[src/rtl/axi_lite_pkg.sv]
// Shared response codes and FSM state encodings for the AXI4-Lite memory slave.
// The state encodings are one-hot.
package axi_lite_pkg;

  localparam logic [1:0] RESP_OKAY   = 2'b00;
  localparam logic [1:0] RESP_SLVERR = 2'b10;

  typedef enum logic [3:0] {
    WIdle  = 4'b0001,
    WHaveA = 4'b0010,
    WHaveD = 4'b0100,
    WResp  = 4'b1000
  } w_state_e;

  typedef enum logic [1:0] {
    RIdle = 2'b01,
    RData = 2'b10
  } r_state_e;

endpackage

[src/rtl/axi_lite_mem_array.sv]
// Word-organised storage with one byte-strobed write port and one registered read port.
// Contents are never reset; only the read register is.
module axi_lite_mem_array
  import axi_lite_pkg::*;
#(
  parameter int unsigned DATA_W = 32,
  parameter int unsigned WORDS  = 16,
  parameter int unsigned IDX_W  = 4
) (
  input  logic                clk,
  input  logic                rst_n,
  input  logic                we,
  input  logic [IDX_W-1:0]    waddr,
  input  logic [DATA_W-1:0]   wdata,
  input  logic [DATA_W/8-1:0] wstrb,
  input  logic                re,
  input  logic [IDX_W-1:0]    raddr,
  output logic [DATA_W-1:0]   rdata
);

  logic [DATA_W-1:0] mem [WORDS];

  always_ff @(posedge clk) begin
    if (we) begin
      for (int i = 0; i < DATA_W / 8; i++) begin
        if (wstrb[i]) begin
          mem[waddr][8*i +: 8] <= wdata[8*i +: 8];
        end
      end
    end
  end

  // Same-edge read of a word being written returns the old contents.
  always_ff @(posedge clk or negedge rst_n) begin
    if (!rst_n) begin
      rdata <= '0;
    end else if (re) begin
      rdata <= mem[raddr];
    end
  end

endmodule

[src/rtl/axi_lite_slave_mem.sv]
// AXI4-Lite slave in front of a small byte-strobed memory; read and write channels are
// independent FSMs, AW and W may arrive in either order.
module axi_lite_slave_mem
  import axi_lite_pkg::*;
#(
  parameter int unsigned ADDR_W    = 32,
  parameter int unsigned DATA_W    = 32,
  parameter int unsigned MEM_BYTES = 64
) (
  input  logic                S_ACLK,
  input  logic                S_ARRESET_N,
  input  logic                M_AWVALID,
  input  logic [ADDR_W-1:0]   M_AWADDR,
  output logic                S_AWREADY,
  input  logic                M_WVALID,
  input  logic [DATA_W-1:0]   M_WDATA,
  input  logic [DATA_W/8-1:0] M_WSTRB,
  output logic                S_WREADY,
  output logic                S_BVALID,
  output logic [1:0]          S_BRESP,
  input  logic                M_BREADY,
  input  logic                M_ARVALID,
  input  logic [ADDR_W-1:0]   M_ARADDR,
  output logic                S_ARREADY,
  output logic                S_RVALID,
  output logic [DATA_W-1:0]   S_RDATA,
  output logic [1:0]          S_RRESP,
  input  logic                M_RREADY
);

  localparam int unsigned STRB_W = DATA_W / 8;
  localparam int unsigned WORDS  = MEM_BYTES / STRB_W;
  localparam int unsigned OFF_W  = (STRB_W > 1) ? $clog2(STRB_W) : 0;
  localparam int unsigned IDX_W  = (WORDS > 1) ? $clog2(WORDS) : 1;
  localparam logic [ADDR_W-1:0] LIMIT = ADDR_W'(MEM_BYTES);

  function automatic logic in_range(logic [ADDR_W-1:0] a);
    return a < LIMIT;
  endfunction

  function automatic logic [IDX_W-1:0] word_idx(logic [ADDR_W-1:0] a);
    return a[OFF_W +: IDX_W];
  endfunction

  w_state_e            w_state_q;
  logic                awready_q, wready_q, bvalid_q;
  logic [1:0]          bresp_q;
  logic [ADDR_W-1:0]   awaddr_q;
  logic [DATA_W-1:0]   wdata_q;
  logic [STRB_W-1:0]   wstrb_q;

  r_state_e            r_state_q;
  logic                arready_q, rvalid_q;
  logic [1:0]          rresp_q;

  logic                aw_hs, w_hs, ar_hs;
  logic                wr_go;
  logic [ADDR_W-1:0]   wr_addr;
  logic [DATA_W-1:0]   wr_data;
  logic [STRB_W-1:0]   wr_strb;
  logic [DATA_W-1:0]   mem_rdata;

  assign aw_hs = M_AWVALID & awready_q;
  assign w_hs  = M_WVALID & wready_q;
  assign ar_hs = M_ARVALID & arready_q;

  // Pick the address/data pair that completes on this edge, from the bus or the capture regs.
  always_comb begin
    wr_go   = 1'b0;
    wr_addr = awaddr_q;
    wr_data = wdata_q;
    wr_strb = wstrb_q;
    unique case (w_state_q)
      WIdle: begin
        wr_go   = aw_hs & w_hs;
        wr_addr = M_AWADDR;
        wr_data = M_WDATA;
        wr_strb = M_WSTRB;
      end
      WHaveA: begin
        wr_go   = w_hs;
        wr_data = M_WDATA;
        wr_strb = M_WSTRB;
      end
      WHaveD: begin
        wr_go   = aw_hs;
        wr_addr = M_AWADDR;
      end
      default: ;
    endcase
  end

  always_ff @(posedge S_ACLK or negedge S_ARRESET_N) begin
    if (!S_ARRESET_N) begin
      w_state_q <= WIdle;
      awready_q <= 1'b1;
      wready_q  <= 1'b1;
      bvalid_q  <= 1'b0;
      bresp_q   <= RESP_OKAY;
      awaddr_q  <= '0;
      wdata_q   <= '0;
      wstrb_q   <= '0;
    end else begin
      unique case (w_state_q)
        WIdle, WHaveA, WHaveD: begin
          if (wr_go) begin
            w_state_q <= WResp;
            awready_q <= 1'b0;
            wready_q  <= 1'b0;
            bvalid_q  <= 1'b1;
            bresp_q   <= in_range(wr_addr) ? RESP_OKAY : RESP_SLVERR;
          end else if (aw_hs) begin
            w_state_q <= WHaveA;
            awready_q <= 1'b0;
            awaddr_q  <= M_AWADDR;
          end else if (w_hs) begin
            w_state_q <= WHaveD;
            wready_q  <= 1'b0;
            wdata_q   <= M_WDATA;
            wstrb_q   <= M_WSTRB;
          end
        end
        WResp: begin
          if (M_BREADY) begin
            w_state_q <= WIdle;
            bvalid_q  <= 1'b0;
            awready_q <= 1'b1;
            wready_q  <= 1'b1;
          end
        end
        default: begin
          w_state_q <= WIdle;
          awready_q <= 1'b1;
          wready_q  <= 1'b1;
          bvalid_q  <= 1'b0;
        end
      endcase
    end
  end

  always_ff @(posedge S_ACLK or negedge S_ARRESET_N) begin
    if (!S_ARRESET_N) begin
      r_state_q <= RIdle;
      arready_q <= 1'b1;
      rvalid_q  <= 1'b0;
      rresp_q   <= RESP_OKAY;
    end else begin
      unique case (r_state_q)
        RIdle: begin
          if (ar_hs) begin
            r_state_q <= RData;
            arready_q <= 1'b0;
            rvalid_q  <= 1'b1;
            rresp_q   <= in_range(M_ARADDR) ? RESP_OKAY : RESP_SLVERR;
          end
        end
        RData: begin
          if (M_RREADY) begin
            r_state_q <= RIdle;
            rvalid_q  <= 1'b0;
            arready_q <= 1'b1;
          end
        end
        default: begin
          r_state_q <= RIdle;
          arready_q <= 1'b1;
          rvalid_q  <= 1'b0;
        end
      endcase
    end
  end

  axi_lite_mem_array #(
    .DATA_W (DATA_W),
    .WORDS  (WORDS),
    .IDX_W  (IDX_W)
  ) u_mem (
    .clk    (S_ACLK),
    .rst_n  (S_ARRESET_N),
    .we     (wr_go & in_range(wr_addr)),
    .waddr  (word_idx(wr_addr)),
    .wdata  (wr_data),
    .wstrb  (wr_strb),
    .re     (ar_hs),
    .raddr  (word_idx(M_ARADDR)),
    .rdata  (mem_rdata)
  );

  assign S_AWREADY = awready_q;
  assign S_WREADY  = wready_q;
  assign S_BVALID  = bvalid_q;
  assign S_BRESP   = bresp_q;
  assign S_ARREADY = arready_q;
  assign S_RVALID  = rvalid_q;
  assign S_RRESP   = rresp_q;
  // Error reads return zero; the array register only moves on an AR handshake, so this is stable.
  assign S_RDATA   = (rresp_q == RESP_OKAY) ? mem_rdata : '0;

endmodule
[config.mk]
export PLATFORM = sky130hd
export DESIGN_NAME = axi_lite_slave_mem
export DESIGN_NICKNAME = d
export VERILOG_FILES = /design/src/rtl/axi_lite_pkg.sv /design/src/rtl/axi_lite_mem_array.sv /design/src/rtl/axi_lite_slave_mem.sv
export SDC_FILE = /design/constraint.sdc
export NUM_CORES = 1
export LEC_CHECK = 0
export ABC_AREA = 0
export CAP_MARGIN = 20
export CORE_UTILIZATION = 59
export DETAILED_ROUTE_END_ITERATION = 16
export HOLD_SLACK_MARGIN = 0.08
export PLACE_DENSITY = 0.79
export SYNTH_ARGS = -nofsm -noshare
export SYNTH_HDL_FRONTEND = slang
export SYNTH_HIERARCHICAL = 1
export SYNTH_SLANG_ARGS = --single-unit
[constraint.sdc]
create_clock -name S_ACLK -period 3.8 [get_ports S_ACLK]
set_clock_uncertainty 0.2 [all_clocks]
set_input_delay 0.76 -clock S_ACLK [delete_from_list [all_inputs] [get_ports S_ACLK]]
set_output_delay 0.76 -clock S_ACLK [all_outputs]
set_load 0.02 [all_outputs]
==> results of run 1 <==
-- state kept, by name, summed over array words and instances (netlist names), 4 cells and up --
signal	flops
wstrb_q	4
u_mem/rdata	32
w_state_q	4
u_mem/mem	512
wdata_q	32
awaddr_q	30
-- final cells by class --
class / count / area, sq um
clock buffers: 81 / 1640
clock inverters: 26 / 235
fillers: 2520 / 12800
inverters: 2 / 7.51
multi-input cells: 570 / 6470
flip-flops and latches: 621 / 18100
well taps: 539 / 674
repair buffers: 235 / 2140
-- worst paths after layout --
kind | startpoint | end | slack, ns | cells past startpoint
max | w_state_q[0]$_DFFE_PN1P_ | u_mem/mem[11][20]$_DFFE_PP_ | 0.52 | 7
min | wdata_q[28]$_DFFE_PN0P_ | wdata_q[28]$_DFFE_PN0P_ | 0.29 | 1
max reg2reg | w_state_q[0]$_DFFE_PN1P_ | u_mem/mem[11][20]$_DFFE_PP_ | 0.52 | 7
min reg2reg | wdata_q[28]$_DFFE_PN0P_ | wdata_q[28]$_DFFE_PN0P_ | 0.29 | 1
max in group asynchronous | S_ARRESET_N | r_state_q[0]$_DFFE_PN1P_ | 1.97 | 3
min in group asynchronous | S_ARRESET_N | wdata_q[6]$_DFFE_PN0P_ | 0.51 | 2
-- cells in the mapped netlist (all sizes together), types with 2 or more instances --
cell type    number
o21ai             7
nand4             6
inv               2
nor4             20
dfrtp           105
buf              48
mux4            128
dlygate4sd1       3
dfstp             4
nand2b            3
edfxtp          512
nor2b            38
nand4b            2
o21a              2
clkbuf           21
nor2            106
nand2            20
nor4b             3
a21oi             4
nand3b            3
mux2            107
and2              4
o22ai            32
mux2i            32
nand3             8
or2               2
a221oi           32
-- cell families after synthesis --
| group | Yosys count | synth area share (%) |
|---|---|---|
| mux | 267 | 18.1 |
| other cells | 1 | 0.0149 |
| buf+inv | 75 | 2.33 |
| compound gates | 82 | 3.20 |
| xor+xnor | 1 | 0.0647 |
| simple gates | 218 | 4.29 |
| flops | 621 | 72.0 |
-- power groups by stage --
stage                     registers (mW)  clock network [mW]  logic, mW
after global placement              9.75                   0       4.39
after CTS                           9.65                5.75       4.68
after detailed placement            9.78                   0       4.63
after floorplan                     9.65                   0       3.04
final                               9.66                5.66       4.71
after global routing                9.72                6.01       4.99
-- critical path: stages, from the launching register on --
cell and delay [ns]:
dfstp_2 0.65, xor2_2 0.24, nand2_2 0.17, mux2_1 0.48, nor2b_1 0.31, nand3_1 0.43
nor2_1 0.25, buf_4 0.26
-- placed cells by master, fill, tap and decap left out, types with 3 or more instances in the layout --
cell type,instances
clkinv_2,8
edfxtp_1,512
nand4_1,5
mux2_1,51
buf_4,92
a221oi_2,22
mux4_2,120
nor4b_1,3
mux2_4,30
o21ai_0,6
clkinv_1,9
nand3_1,8
nand2b_1,3
clkbuf_8,6
mux2_2,26
o22ai_2,10
o22ai_1,22
nand3b_1,3
clkbuf_1,15
dfrtp_1,105
bufinv_16,4
nand2_1,19
nor2b_1,38
nor4_1,20
mux4_1,8
mux2i_1,32
dfstp_2,4
clkbuf_16,60
a21oi_1,4
a221oi_1,10
clkdlybuf4s50_1,137
nor2_1,106
-- metal layers --
layer	part of all wire [%]	track usage, %	vias up
met5	0	0	-
met3	7.5	4.62	100
li1	-	-	5558
met1	38	32.6	6690
met2	51	42.2	546
met4	3.3	9.45	0
-- through the flow --
stage	cells	hold WS (ns)	worst slack [ns]	total power, mW	cell area [sq um]
floorplan	1266	0.259	0.812	12.7	25200
global placement	1966	0.267	0.116	14.1	27400
detailed placement	1966	0.277	0.0775	14.4	27400
CTS	2074	0.294	0.545	20.1	29300
global route	2074	0.303	0.454	20.7	29300
finish	2074	0.289	0.515	20.0	29300
==> results.yml, run 1 <==
placed_design:
  dp_hpwl_mm: 32.4
  gp_congestion: 0.765
  io_buffer_count: 141
worst_setup_path:
  crit_arrival_ns: 3.38
  crit_path_start_kind: "flop"
  critPathKind: "flop to flop"
  cp_max_fo: 12
  crit_required_ns: 3.89
  cp-end-kind: "flop"
timing:
  setup_viol: 0
  hold_violations: 0
  tightest_slew_ns: 0.993
  fin_crit_ns: 3.28
  rsz0062_at_grt: "false"
  drv_slew: 0
  relSlewSlack_pct: 33.7
  fin_tns_setup_ns: 0
  fmax_mhz: 304
  fin_crit_sh_pct: 86.4
logic_synthesis:
  synth_edf_count: 512
  avgSynthCellArea_sq_um: 19.9
  async_flop_share_pct: 17.6
  ys_seq_elements: 621
  synthCells: 1265
  ys_top_cells_by_area: "edfxtp_1 (61%), mux4_2 (11%), dfrtp_1 (10%)"
  yosys.area.top_type_share_pct: 61.1
  synth_flop_cell: "edfxtp_1"
  yosys.area.top_type: "edfxtp_1"
  yosysUniqueCellTypes: 53
  ys_seq_area_share_pct: 72.0
  yosysWarnings: 6
  netlist_area_sq_um: 25100
power:
  power_density_nw_per_um2: 684
  vdd_drop_max_v: 0.000559
  switching_share_pct: 28.7
  p_int_mw: 14.3
  p_clk_share_pct: 28.3
  p_comb_share_pct: 23.5
  power_switching_mw: 5.74
  power.leakage_nw: 9.99
  seqPwrFrac_pct: 48.2
route:
  ant_nets: 0
  drc: 0
  first_pass_iters: 7
  wl_mm: 52.6
  dr_total_vias: 12894
  drtIter0Drc: 1153
  wl_per_cell_microns: 25.4
  avgViaCountPerCell: 6.22
die:
  die_area_sq_um: 43500
  fp.dieH_microns: 208
  start_util_pct: 59.8
  fp.coreArea_sq_um: 42000
  rows: 75
  io_pins: 148
  fp.dieW_microns: 208
final_layout:
  antenna_cells: 0
  layout-drive-gt1-share_pct: 26.1
  area_growth_pct: 16.4
  fin_nets: 1594
  final_util_pct: 69.6
grt:
  grt_overflow: 0
  antenna_found_initial: 0
  grt_pass1_vias: 13592
  grt_start_max_net_pins: 69
  grt_pass1_wl_mm: 80.1
  grt_usage_pct: 25.0
cts:
  ctsLongestPathBuffers: 3
  postCtsSetupBuffers: 0
  cts_root_buffer: "clkbuf_16"
  clock_latency_ns: 0.61
  cts_buffers: 57
  htreeDepth: 2
  tritoncts: "yes"
  hold_buffers: 1
  clk_pin_slew_ns: 0.06
  clock-sinks: 621
  cts_resized: 0
min_path:
  hold_class: "flop to flop"
run_status:
  status: "finished, final reports clean"
flow_run:
  cap_viol_max_count: 0
Note: power is estimated with default switching activity, not from simulation.
==> run 2, diff against run 1 <==
--- a/config.mk
+++ b/config.mk
@@ -9,8 +9,9 @@
 export CAP_MARGIN = 20
 export CORE_UTILIZATION = 59
 export DETAILED_ROUTE_END_ITERATION = 16
-export HOLD_SLACK_MARGIN = 0.08
+export HOLD_SLACK_MARGIN = 0.06
 export PLACE_DENSITY = 0.79
+export SETUP_SLACK_MARGIN = 0.2
 export SYNTH_ARGS = -nofsm -noshare
 export SYNTH_HDL_FRONTEND = slang
 export SYNTH_HIERARCHICAL = 1
==> results of run 2 <==
Final layout, timing and power as in run 1 (identical DEF).
